--- src/rtl/spi_pkg.sv ---
// Shared constants and types for the SPI command queue and its bench.
package spi_pkg;

  localparam int unsigned WORD_W      = 10;
  localparam int unsigned PWR_BIT     = 9;
  localparam int unsigned DC_BIT      = 8;
  localparam int unsigned DATA_MSB    = 7;
  localparam int unsigned FRAME_LEN   = 451;
  localparam int unsigned DEF_TIMEOUT = 1023;

  typedef enum logic [1:0] {
    ST_IDLE      = 2'd0,
    ST_ISSUE     = 2'd1,
    ST_WAIT_LOW  = 2'd2,
    ST_WAIT_HIGH = 2'd3
  } state_e;

  typedef struct packed {
    logic                pwr;
    logic                dc;
    logic [DATA_MSB:0]   data;
  } spi_word_t;

endpackage

--- src/rtl/spi_fifo.sv ---
// Generic synchronous FIFO with registered occupancy and a combinational head.
module spi_fifo #(
  parameter int unsigned DEPTH = 16,
  parameter int unsigned WIDTH = 10
) (
  input  logic                       clk,
  input  logic                       rst_n,
  input  logic                       wr_en,
  input  logic [WIDTH-1:0]           wr_data,
  input  logic                       rd_en,
  output logic [WIDTH-1:0]           head_c,
  output logic [$clog2(DEPTH):0]     level,
  output logic                       full_c,
  output logic                       empty_c
);

  localparam int unsigned AW = $clog2(DEPTH);
  localparam int unsigned LW = AW + 1;

  logic [WIDTH-1:0] mem_q [DEPTH];
  logic [AW-1:0]    wr_ptr_q, wr_ptr_d;
  logic [AW-1:0]    rd_ptr_q, rd_ptr_d;
  logic [LW-1:0]    level_q, level_d;
  logic             push_c, pop_c;

  assign full_c  = (level_q == LW'(DEPTH));
  assign empty_c = (level_q == '0);
  assign push_c  = wr_en && !full_c;
  assign pop_c   = rd_en && !empty_c;
  assign head_c  = mem_q[rd_ptr_q];
  assign level   = level_q;

  // Pointers wrap naturally because DEPTH is a power of two.
  always_comb begin
    wr_ptr_d = wr_ptr_q;
    rd_ptr_d = rd_ptr_q;
    level_d  = level_q + LW'(push_c) - LW'(pop_c);
    if (push_c) wr_ptr_d = wr_ptr_q + AW'(1);
    if (pop_c)  rd_ptr_d = rd_ptr_q + AW'(1);
  end

  always_ff @(posedge clk or negedge rst_n) begin
    if (!rst_n) begin
      wr_ptr_q <= '0;
      rd_ptr_q <= '0;
      level_q  <= '0;
    end else begin
      wr_ptr_q <= wr_ptr_d;
      rd_ptr_q <= rd_ptr_d;
      level_q  <= level_d;
    end
  end

  always_ff @(posedge clk) begin
    if (push_c) mem_q[wr_ptr_q] <= wr_data;
  end

endmodule

--- src/rtl/spi_cmd_queue.sv ---
// Buffers CPU-written SPI words and issues them one at a time, paced on the
// driver's chip-select, with sticky overflow and timeout flags.
module spi_cmd_queue
  import spi_pkg::*;
#(
  parameter int unsigned DEPTH   = 16,
  parameter int unsigned TIMEOUT = DEF_TIMEOUT
) (
  input  logic                     clk,
  input  logic                     reset,
  input  logic                     wr_en,
  input  logic [WORD_W-1:0]        wr_data,
  input  logic                     clr,
  input  logic                     spi_cs_n,
  output logic                     spi_start,
  output logic [WORD_W-1:0]        spi_din,
  output logic [$clog2(DEPTH):0]   level,
  output logic                     empty,
  output logic                     full,
  output logic                     busy,
  output logic                     overflow,
  output logic                     timeout
);

  localparam int unsigned TW = $clog2(TIMEOUT);

  state_e              state_q, state_d;
  logic [TW-1:0]       timer_q, timer_d;
  logic                spi_start_q, spi_start_d;
  logic [WORD_W-1:0]   spi_din_q, spi_din_d;
  logic                overflow_q, overflow_d;
  logic                timeout_q, timeout_d;
  logic                pop_c;
  logic [WORD_W-1:0]   head_c;
  logic                fifo_full_c, fifo_empty_c;
  logic                timer_exp_c;

  spi_fifo #(
    .DEPTH (DEPTH),
    .WIDTH (WORD_W)
  ) u_fifo (
    .clk     (clk),
    .rst_n   (reset),
    .wr_en   (wr_en),
    .wr_data (wr_data),
    .rd_en   (pop_c),
    .head_c  (head_c),
    .level   (level),
    .full_c  (fifo_full_c),
    .empty_c (fifo_empty_c)
  );

  assign timer_exp_c = (timer_q == TW'(TIMEOUT - 1));

  // Next-state, pop control, timer and sticky flags; set beats clr.
  always_comb begin
    state_d     = state_q;
    timer_d     = timer_q;
    spi_start_d = 1'b0;
    spi_din_d   = spi_din_q;
    pop_c       = 1'b0;
    overflow_d  = overflow_q;
    timeout_d   = timeout_q;

    if (clr) begin
      overflow_d = 1'b0;
      timeout_d  = 1'b0;
    end
    if (wr_en && fifo_full_c) overflow_d = 1'b1;

    case (state_q)
      ST_IDLE: begin
        if (!fifo_empty_c) begin
          pop_c       = 1'b1;
          spi_din_d   = head_c;
          spi_start_d = 1'b1;
          timer_d     = '0;
          state_d     = ST_ISSUE;
        end
      end
      ST_ISSUE: begin
        state_d = spi_din_q[PWR_BIT] ? ST_IDLE : ST_WAIT_LOW;
      end
      ST_WAIT_LOW: begin
        if (timer_exp_c) begin
          timeout_d = 1'b1;
          state_d   = ST_IDLE;
        end else begin
          timer_d = timer_q + TW'(1);
          if (!spi_cs_n) state_d = ST_WAIT_HIGH;
        end
      end
      ST_WAIT_HIGH: begin
        if (timer_exp_c) begin
          timeout_d = 1'b1;
          state_d   = ST_IDLE;
        end else begin
          timer_d = timer_q + TW'(1);
          if (spi_cs_n) state_d = ST_IDLE;
        end
      end
      default: state_d = ST_IDLE;
    endcase
  end

  always_ff @(posedge clk or negedge reset) begin
    if (!reset) begin
      state_q     <= ST_IDLE;
      timer_q     <= '0;
      spi_start_q <= 1'b0;
      spi_din_q   <= '0;
      overflow_q  <= 1'b0;
      timeout_q   <= 1'b0;
    end else begin
      state_q     <= state_d;
      timer_q     <= timer_d;
      spi_start_q <= spi_start_d;
      spi_din_q   <= spi_din_d;
      overflow_q  <= overflow_d;
      timeout_q   <= timeout_d;
    end
  end

  assign spi_start = spi_start_q;
  assign spi_din   = spi_din_q;
  assign overflow  = overflow_q;
  assign timeout   = timeout_q;
  assign empty     = fifo_empty_c;
  assign full      = fifo_full_c;
  assign busy      = (state_q != ST_IDLE) || !fifo_empty_c;

endmodule

--- config.mk ---
export PLATFORM = sky130hd
export DESIGN_NAME = spi_cmd_queue
export DESIGN_NICKNAME = d
export VERILOG_FILES = /design/src/rtl/spi_pkg.sv /design/src/rtl/spi_fifo.sv /design/src/rtl/spi_cmd_queue.sv
export SDC_FILE = /design/constraint.sdc
export NUM_CORES = 1
export LEC_CHECK = 0
export BUFFER_PORTS_ARGS = -buffer_cell sky130_fd_sc_hd__buf_4
export CORE_MARGIN = 4
export CORE_UTILIZATION = 47
export CTS_BUF_LIST = sky130_fd_sc_hd__clkbuf_4
export CTS_CLUSTER_SIZE = 28
export DETAILED_ROUTE_END_ITERATION = 10
export HOLD_SLACK_MARGIN = 0.15
export SLEW_MARGIN = 15
export SYNTH_ARGS = -nofsm -noshare
export SYNTH_HDL_FRONTEND = slang
export SYNTH_HIERARCHICAL = 1
export SYNTH_SLANG_ARGS = --single-unit
--- constraint.sdc ---
create_clock -name clk -period 8.9 [get_ports clk]
set_input_delay 0.89 -clock clk [delete_from_list [all_inputs] [get_ports clk]]
set_output_delay 0.89 -clock clk [all_outputs]
set_load 0.1 [all_outputs]
**Yosys cells after proc, flatten, opt, wreduce, memory -nomap -nowiden**

Memory sizes are Yosys's and may differ from the RTL's. A register that Yosys moved wholly into a read port is not among the register bits.
Cells that the tools add are included.

- Bits in registers: 28
- RAM bits: 160
- Bits of input ports: 15
- Output and inout bits: 21
- Word-level logic and storage cells: 59
- Memories: 1

- Add/sub/neg operators: 5
- Equality and inequality tests: 9
- Muxes and demuxes: 19
- Bitwise gates (word level): 1
- Reduce and logical (&&, ||, !) cells: 16

Memory list:

| memory | depth | bits a word | read ports | clocked after Yosys merged registers in | wr ports | RTL line | text |
|---|---|---|---|---|---|---|---|
| u_fifo.mem_q | 16 | 10 | 1 | 1 | 1 | spi_fifo.sv:20 | `logic [WIDTH-1:0] mem_q [DEPTH];` |

Operators by type and width:

| cell | number |
|---|---|
| two-way mux 10 bit | 2 |
| one-hot mux 10 bit (2 select lines) | 1 |
| two-way mux 2 bit | 6 |
| adder 10 x 1 -> 10 bit (second input constant) | 1 |
| equality test 10 bit (second input constant) | 1 |
| two-way mux 1 bit | 9 |
| adder 4 x 1 -> 4 bit (second input constant) | 2 |
| one-hot mux 2 bit (4 select lines) | 1 |
| != test 3 bit (second input constant) | 2 |
| AND reduction 3 bit | 2 |
| nonzero test 2 bit | 3 |
| adder 5 x 1 -> 5 bit | 1 |
| equality test 5 bit (second input constant) | 1 |
| logical NOT 5 bit | 1 |
| subtractor 5 x 1 -> 5 bit | 1 |
| equality test 2 bit (second input constant) | 2 |
| != test 2 bit (second input constant) | 2 |
| logical AND 1 bit | 3 |
| logical NOT 1 bit | 3 |
| equality test 2 x 1 -> 1 bit (second input constant) | 1 |
| logical NOT 2 bit | 1 |
| AND reduction 2 bit | 1 |
| OR reduction 2 bit | 1 |
| logical OR 1 bit | 1 |
| inverter 1 bit | 1 |

**Longest topological paths before layout**

Gate-level depths: netlist (run 1).

- Depth after elaboration: 5
- Mapped depth: 16
- Gate-level depth less buffers: 14

**By module**

Netlist (run 1), hierarchy kept.

By module, submodules not included:

| module | instances | cells each | area an instance (sq um) | seq. area each (sq um) |
|---|---|---|---|---|
| spi_fifo | 1 | 374 | 6979.2 | 5129.9 |
| spi_cmd_queue | 1 | 115 | 1156.1 | 625.6 |

**Worst setup path after synthesis (run 1)**

OpenSTA, ideal clock, no wires.

- Kind: register to register
- From: register u_fifo.level_q[3] (netlist: u_fifo/level[3])
- To: register u_fifo.level_q[4] (netlist: u_fifo/level[4])
- Setup time: 0.125 ns
- Arrival time: 5.080 ns
- Required time: 8.775 ns
- Setup slack: 3.695 ns
- Stages on the path, launching flop included: 17
- Buffers on the path: 2
- Period minus slack after synthesis: 5.205 ns
- Cell sequence: dfrtp_1 inv_1 ha_1 nor4b_2 or3_4 inv_2 buf_4 nor2b_1 clkbuf_1 ha_1 inv_1 ha_1 fa_1 a21oi_1 nor2_1 nor2_1 xnor2_1

- Word-level cells in the longest chain between the ends: 5
- Elaborated cells on any way between the ends: 10
- Classes of those cells: add/sub: 2; eq/ne: 1; mux: 2; reduce/logical: 5

Ends and longest elaborated chain:

| what | RTL line | text |
|---|---|---|
| start: declaration | spi_fifo.sv:23 | `logic [LW-1:0] level_q, level_d;` |
| start signal: assignment | spi_fifo.sv:50 | `level_q <= level_d;` |
| logical NOT 5 bit | spi_fifo.sv:27 | `assign empty_c = (level_q == '0);` |
| named net empty | spi_cmd_queue.sv:18 | `output logic empty,` |
| two-way mux 1 bit | spi_cmd_queue.sv:73 | `if (!fifo_empty_c) begin` |
| two-way mux 1 bit | spi_cmd_queue.sv:71 | `case (state_q)` |
| named net pop_c | spi_cmd_queue.sv:33 | `logic pop_c;` |
| logical AND 1 bit | spi_fifo.sv:29 | `assign pop_c = rd_en && !empty_c;` |
| named net u_fifo.pop_c | spi_fifo.sv:24 | `logic push_c, pop_c;` |
| subtractor 5 x 1 -> 5 bit | spi_fifo.sv:37 | `level_d = level_q + LW'(push_c) - LW'(pop_c);` |
| named net u_fifo.level_d[4] | spi_fifo.sv:23 |  |

The timed path passes the listed nets, and every way through them passes these cells.
A chain may end at the register's enable or synchronous reset.

**Worst setup path in the final report (run 1)**

- From: register u_fifo.level_q[3] (netlist: u_fifo/level[3])
- To: register u_fifo.level_q[4] (netlist: u_fifo/level[4])

- Word-level cells in the longest chain between the ends: 5
- Elaborated cells on any way between the ends: 10
- Classes of those cells: add/sub: 2; eq/ne: 1; mux: 2; reduce/logical: 5

Ends and longest elaborated chain:

| what | RTL line |
|---|---|
| equality test 5 bit / logical NOT 5 bit (equally long branches) | spi_fifo.sv:26, spi_fifo.sv:27 |
| logical NOT 1 bit / two-way mux 1 bit (equally long branches) | spi_fifo.sv:28, spi_cmd_queue.sv:73 |
| logical AND 1 bit / two-way mux 1 bit (equally long branches) | spi_fifo.sv:28, spi_cmd_queue.sv:71 |
| adder 5 x 1 -> 5 bit / logical AND 1 bit (equally long branches) | spi_fifo.sv:37, spi_fifo.sv:29 |
| subtractor 5 x 1 -> 5 bit * | spi_fifo.sv:37 |
| named net u_fifo.level_d[4] | spi_fifo.sv:23 |

The timed path passes the listed nets; every way through them passes the cells marked *.

==> results_dict.tcl, run 1 <==
set metrics [dict create \
    status "completed" \
    areaGrowthSynthToFinish_pct 9.74 \
    worst_pin_slew_ps 1000 \
    sw_frac_of_total_pct 41.5 \
    vias 4277 \
    hpwl_microns 10600 \
    finalPower_w 0.00299 \
    first_pass_iters 5 \
    grt.overflow.total 0 \
    avgViaCountPerCell 5.59 \
    reg2reg_depth 14 \
    clockRootBuffer "clkbuf_4" \
    dpl_cell_area_sq_um 8590 \
    comb_power_share_pct 40.2 \
    yosysTopAreaCellShare_pct 59.1 \
    setup_violations 0 \
    end_kind "flip-flop" \
    tritoncts "done" \
    worst-path-max-fanout 20 \
    num-nets-final 556 \
    critical_path_arrival_ps 3830 \
    pre_cts_slack_ps 5610 \
    port_buffers 35 \
    worst_slack_ps 5590 \
    clk_pin_slew_ps 160 \
    wl_met2_microns 7720 \
    tns_ps 0 \
    dieHeight_microns 140 \
    fin_area_sq_um 8930 \
    period_minus_slack_ps 3310 \
    reg2reg_to "u_fifo/level[4]" \
    synth.distinct_cells 54 \
    cellPowerDensity_nw_per_um2 335 \
    pwr-share-clk_pct 17.2 \
    grt_max_degree 49 \
    grt_pass1_wl_microns 25600 \
    syn_area_sq_um 8140 \
    critPathLaunchType "flip-flop" \
    synthTopCellsByArea "edfxtp_1 (59%), dfrtp_1 (12%), mux4_2 (5.5%)" \
    synthesis.area_per_instance_sq_um 16.6 \
    peakVddDrop_v 0.000192 \
    clk_path_buf_depth 2 \
    drive_above_1_share_pct 20.7 \
    syn_nets 518 \
    fmax_mhz 302 \
    start_util_pct 48.5 \
    r2r_start "u_fifo/level[3]" \
    cp.required_ps 9430 \
    cap_violations 0 \
    core_region_area_sq_um 16800 \
    cts_sinks 198 \
    ys_warn_count 6 \
    critPathKind "flip-flop to flip-flop" \
    min_period_over_period_pct 37.2 \
    p_int_w 0.00175 \
    cts_setup_buffers 0 \
    cts_resized 0 \
    postSynthCellCount 489 \
    ios 36 \
    ys_ff_latch 198 \
    drc_errors 0 \
    die_w_microns 140 \
    ant_nets 0 \
    met1_length_microns 7460 \
    grt_pass1_vias 4381 \
    wl_per_cell_microns 21.1 \
    finalHoldViolations 0 \
    synthFlopType "edfxtp_1" \
    ys_seq_area_share_pct 70.7 \
    yosysTopAreaCell "edfxtp_1" \
    switchingPower_w 0.00124 \
    crit_path_start "u_fifo/level[3]" \
    drtIter0Drc 273 \
    gp_congestion 0.754 \
    wirelength_microns 16200 \
    seq_power_share_pct 42.6 \
    grtUsageTotal_pct 17.4 \
    rsz0062_at_grt "false" \
    min_path_type "primary input to async pin" \
    dr_wl_met3_microns 635 \
    synth-edff-count 160 \
    num_rows 47 \
    cts.htree.levels 4 \
    p_leak_nw 3.24 \
    top_layer_used "met4" \
    clk_latency_ps 580 \
    holdBufCountCts 0 \
    synthArstFlopShare_pct 19.2 \
    die_area_sq_um 19500 \
    rrSetupSlack_ps 5590 \
    final_max_slew_viol_count 0 \
    antenna_found_initial 1 \
    max_slew_margin_pct 33.0 \
    cts_buffers 17 \
    skew_ps 27.6 \
]
==> power groups by stage <==
stage,logic (W),clock network [W],registers [W]
after floorplan,0.000716,0,0.00149
after global placement,0.00120,0,0.00129
after detailed placement,0.00121,0,0.00130
after CTS,0.00121,0.000526,0.00128
after global routing,0.00130,0.000566,0.00130
final,0.00120,0.000515,0.00128
==> layout make-up <==
cell class / instances / area, sq um
Clock inverter: 15 / 194
Fill cell: 1386 / 7830
Inverter: 18 / 67.6
Multi-Input combinational cell: 250 / 2180
Clock buffer: 17 / 128
Antenna cell: 5 / 12.5
Timing Repair Buffer: 42 / 315
Tap cell: 220 / 275
Sequential cell: 198 / 5760
==> worst max-delay path by stage <==
stage	end	slack, ps
4_1_cts	u_fifo/level[4]	5570
3_5_place_dp	u_fifo/level[4]	5610
3_3_place_gp	u_fifo/level[4]	5670
6_report	u_fifo/level[4]	5590
5_1_grt	u_fifo/level[4]	5320
2_1_floorplan	u_fifo/level[4]	3690
==> Yosys cell counts (3+ instances only) <==
cell type / count
nand4_1: 4
a21oi_1: 3
buf_4: 3
mux4_2: 20
inv_1: 15
nand2_1: 54
a22oi_1: 10
xnor2_1: 8
edfxtp_1: 160
xor2_1: 3
buf_6: 7
dfrtp_1: 38
nand3_1: 4
nor4_1: 4
nor2b_1: 3
clkbuf_1: 10
o21ai_1: 3
a221oi_1: 18
and2_1: 9
mux2i_1: 42
nor2_1: 8
ha_1: 13
o21ai_0: 14
==> per-layer routing <==
metal	global-route usage [%]	up-vias
met5	0	-
met4	6.27	0
met3	3.57	16
met2	26.3	82
met1	25.3	2208
li1	-	1971
==> sequential cells by signal (all words and copies together), names as in the netlist <==
name / cells
overflow: 1
timeout: 1
u_fifo/mem_q: 160
spi_din: 10
u_fifo/wr_ptr_q: 4
state_q: 2
spi_start: 1
u_fifo/rd_ptr_q: 4
timer_q: 10
u_fifo/level: 5
==> through the flow <==
stage | utilization [%] | instances | hold WS [ps]
4_1_cts | 53.2 | 760 | 229
2_1_floorplan | - | 489 | 444
3_3_place_gp | 51.3 | 728 | 470
6_report | 53.3 | 765 | 242
3_5_place_dp | 51.3 | 728 | 469
5_1_grt | 53.3 | 765 | 221
==> kinds of logic (layout without fill, tap and decap cells) <==
family / Yosys count / count (layout) / share of synthesized area, %
other: 0 / 5 / 0
and+or+nand+nor: 100 / 100 / 6.51
xor gates and xnor gates: 11 / 11 / 1.18
muxes: 63 / 63 / 10.8
DFF: 198 / 198 / 70.7
AOI/OAI and AO/OA: 62 / 62 / 5.66
buffers and inverters: 41 / 92 / 2.81
adders and majority gates: 14 / 14 / 2.25
==> worst max-delay path, cell delays in order (launching register included) <==
cell and delay [ps]:
dfrtp_1 420, inv_1 80, ha_1 180, nor4b_2 190, or3_4 450, inv_2 230
nor2b_1 410, ha_1 200, inv_1 40, ha_1 200, fa_1 410, a21oi_1 160
nor2_1 60, nor2_1 110, xnor2_1 120
==> layout by cell type (no fill, tap or decap), types with 8 or more instances in the layout <==
| master | count |
|---|---|
| nand2_1 | 54 |
| inv_1 | 15 |
| xnor2_1 | 8 |
| a221oi_1 | 18 |
| and2_1 | 9 |
| nor2_1 | 8 |
| a22oi_1 | 10 |
| ha_1 | 13 |
| buf_4 | 42 |
| dfrtp_1 | 37 |
| mux4_2 | 20 |
| edfxtp_1 | 160 |
| mux2i_1 | 42 |
| o21ai_0 | 14 |
| clkbuf_4 | 17 |
Note: power is estimated with default switching activity, not from simulation.
==> inputs of run 2 (changes only) <==
- clock period: 8.9 -> 3.2 ns (I/O delays scaled with it)
==> run 2 against run 1 <==
Effect of this change: power grew to 2.8 times the previous value; highest routed layer unchanged; final area is 2.7% higher; routed wire length is 4.9% higher; via count is 3.5% higher.
==> results_dict.tcl, run 2 (synthesized netlist as in run 1, its figures left out) <==
set metrics [dict create \
    hpwl_microns 11100 \
    cp_num_cells 14 \
    worst_pin_slew_ps 654 \
    ios 36 \
    tritoncts "done" \
    regMostFlops "u_fifo/mem_q" \
    p_int_w 0.00487 \
    final_max_slew_viol_count 0 \
    cts_sinks 198 \
    critical_path_arrival_ps 3340 \
    pre_cts_slack_ps 371 \
    clk_pin_slew_ps 160 \
    cp.required_ps 3700 \
    critical_path.cell_chain "inv_2, ha_2, nor4b_4, or3_4, inv_4, nor2b_1, ha_4, inv_2, ha_4, fa_2, a21oi_2, nor2_1, nor2_1, xnor2_1" \
    timing.hold.ws_ps 229 \
    cpLargestDelayFamily "simple AND/OR/NAND/NOR gates" \
    core_region_area_sq_um 16800 \
    status "completed" \
    critPathLaunchType "flip-flop" \
    worst_slack_ps 354 \
    cts_buffers 17 \
    skew_ps 14.1 \
    start_util_pct 48.5 \
    min_path_type "primary input to async pin" \
    die_area_sq_um 19500 \
    layout_common_cells "edfxtp_1 (160), nand2_1 (54), buf_4 (51)" \
    ant_nets 0 \
    reg2reg_depth 14 \
    dieHeight_microns 140 \
    areaGrowthSynthToFinish_pct 12.7 \
    end_kind "flip-flop" \
    min_period_over_period_pct 88.9 \
    setup_violations 0 \
    die_w_microns 140 \
    cap_violations 0 \
    wl_per_cell_microns 21.6 \
    cpPeakStageDelay_ps 460 \
    finalPower_w 0.00846 \
    critPathKind "flip-flop to flip-flop" \
    grt_pass1_wl_microns 26100 \
    num_rows 47 \
    cts_resized 0 \
    max_slew_margin_pct 56.4 \
    seq_power_share_pct 42.6 \
    cts.htree.levels 4 \
    critPathSlowestCell "dfrtp_4" \
    port_buffers 35 \
    grt_pass1_vias 4293 \
    antenna_found_initial 1 \
    pwr-share-clk_pct 15.6 \
    drtIter0Drc 365 \
    cellPowerDensity_nw_per_um2 922 \
    switchingPower_w 0.00359 \
    comb_power_share_pct 41.8 \
    p_leak_nw 3.33 \
    largest_register_ffs 160 \
    worst-path-max-fanout 15 \
    gp_congestion 0.766 \
    peakVddDrop_v 0.000518 \
    avgViaCountPerCell 5.64 \
    rsz0062_at_grt "false" \
    fmax_mhz 351 \
    drive_above_1_share_pct 24.3 \
    critPathBufInv 3 \
    tns_ps 0 \
    period_minus_slack_ps 2850 \
    first_pass_iters 4 \
    finalHoldViolations 0 \
    num-nets-final 580 \
    grtUsageTotal_pct 17.9 \
    clk_path_buf_depth 2 \
    drc_errors 0 \
    clockRootBuffer "clkbuf_4" \
    sw_frac_of_total_pct 42.4 \
    vias 4428 \
    wirelength_microns 17000 \
    grt.overflow.total 0 \
    mostFrequentLayoutCell "edfxtp_1" \
    grt_max_degree 39 \
    clk_latency_ps 570 \
]
[run 2: path summary, 6_finish.rpt]
check                                startpoint                  to  slack [ps]
worst max-delay path            u_fifo/level[3]     u_fifo/level[4]         350
worst min-delay path                      reset          timer_q[1]         230
worst max register to register  u_fifo/level[3]     u_fifo/level[4]         350
worst min register to register       spi_din[0]          spi_din[0]         500
max in group asynchronous                 reset  u_fifo/rd_ptr_q[0]        2580
min in group clk                       spi_cs_n          state_q[0]         470
[run 2: power by group through the flow]
stage	Sequential [W]	Clock [W]	Combinational, W
after floorplan	0.00418	0	0.00209
after global placement	0.00365	0	0.00349
after detailed placement	0.00366	0	0.00353
after CTS	0.00361	0.00138	0.00355
after global routing	0.00365	0.00149	0.00379
final	0.00360	0.00132	0.00353
[run 2: per-stage QoR]
| step | util, % | area (sq um) | instances |
|---|---|---|---|
| detailed placement | 52.2 | 8740 | 738 |
| global route | 54.7 | 9170 | 785 |
| global placement | 52.2 | 8740 | 738 |
| CTS | 54.7 | 9170 | 784 |
| finish | 54.7 | 9170 | 785 |
| floorplan | - | 8230 | 489 |
[run 2: area by class of cell]
type,count,area (sq um)
fill,1370,7590
sequential,198,5770
multi-input combinational,250,2220
timing repair buffer,66,543
tap,220,275
clock inverter,14,153
clock buffer,18,135
inverter,18,70.1
antenna,1,2.50
[run 2: repair_timing]
action	CTS	global route
endpoints found under the hold margin	202	0
setup buffers	0	0
hold buffers	14	0
[run 2: routing by layer]
layer	vias to the layer above	global-route usage, %	part of all wire, %
li1	2026	-	-
met1	2303	25.6	46
met2	82	28.1	48
met3	17	3.91	3.9
met4	0	5.30	1.6
met5	-	0	0
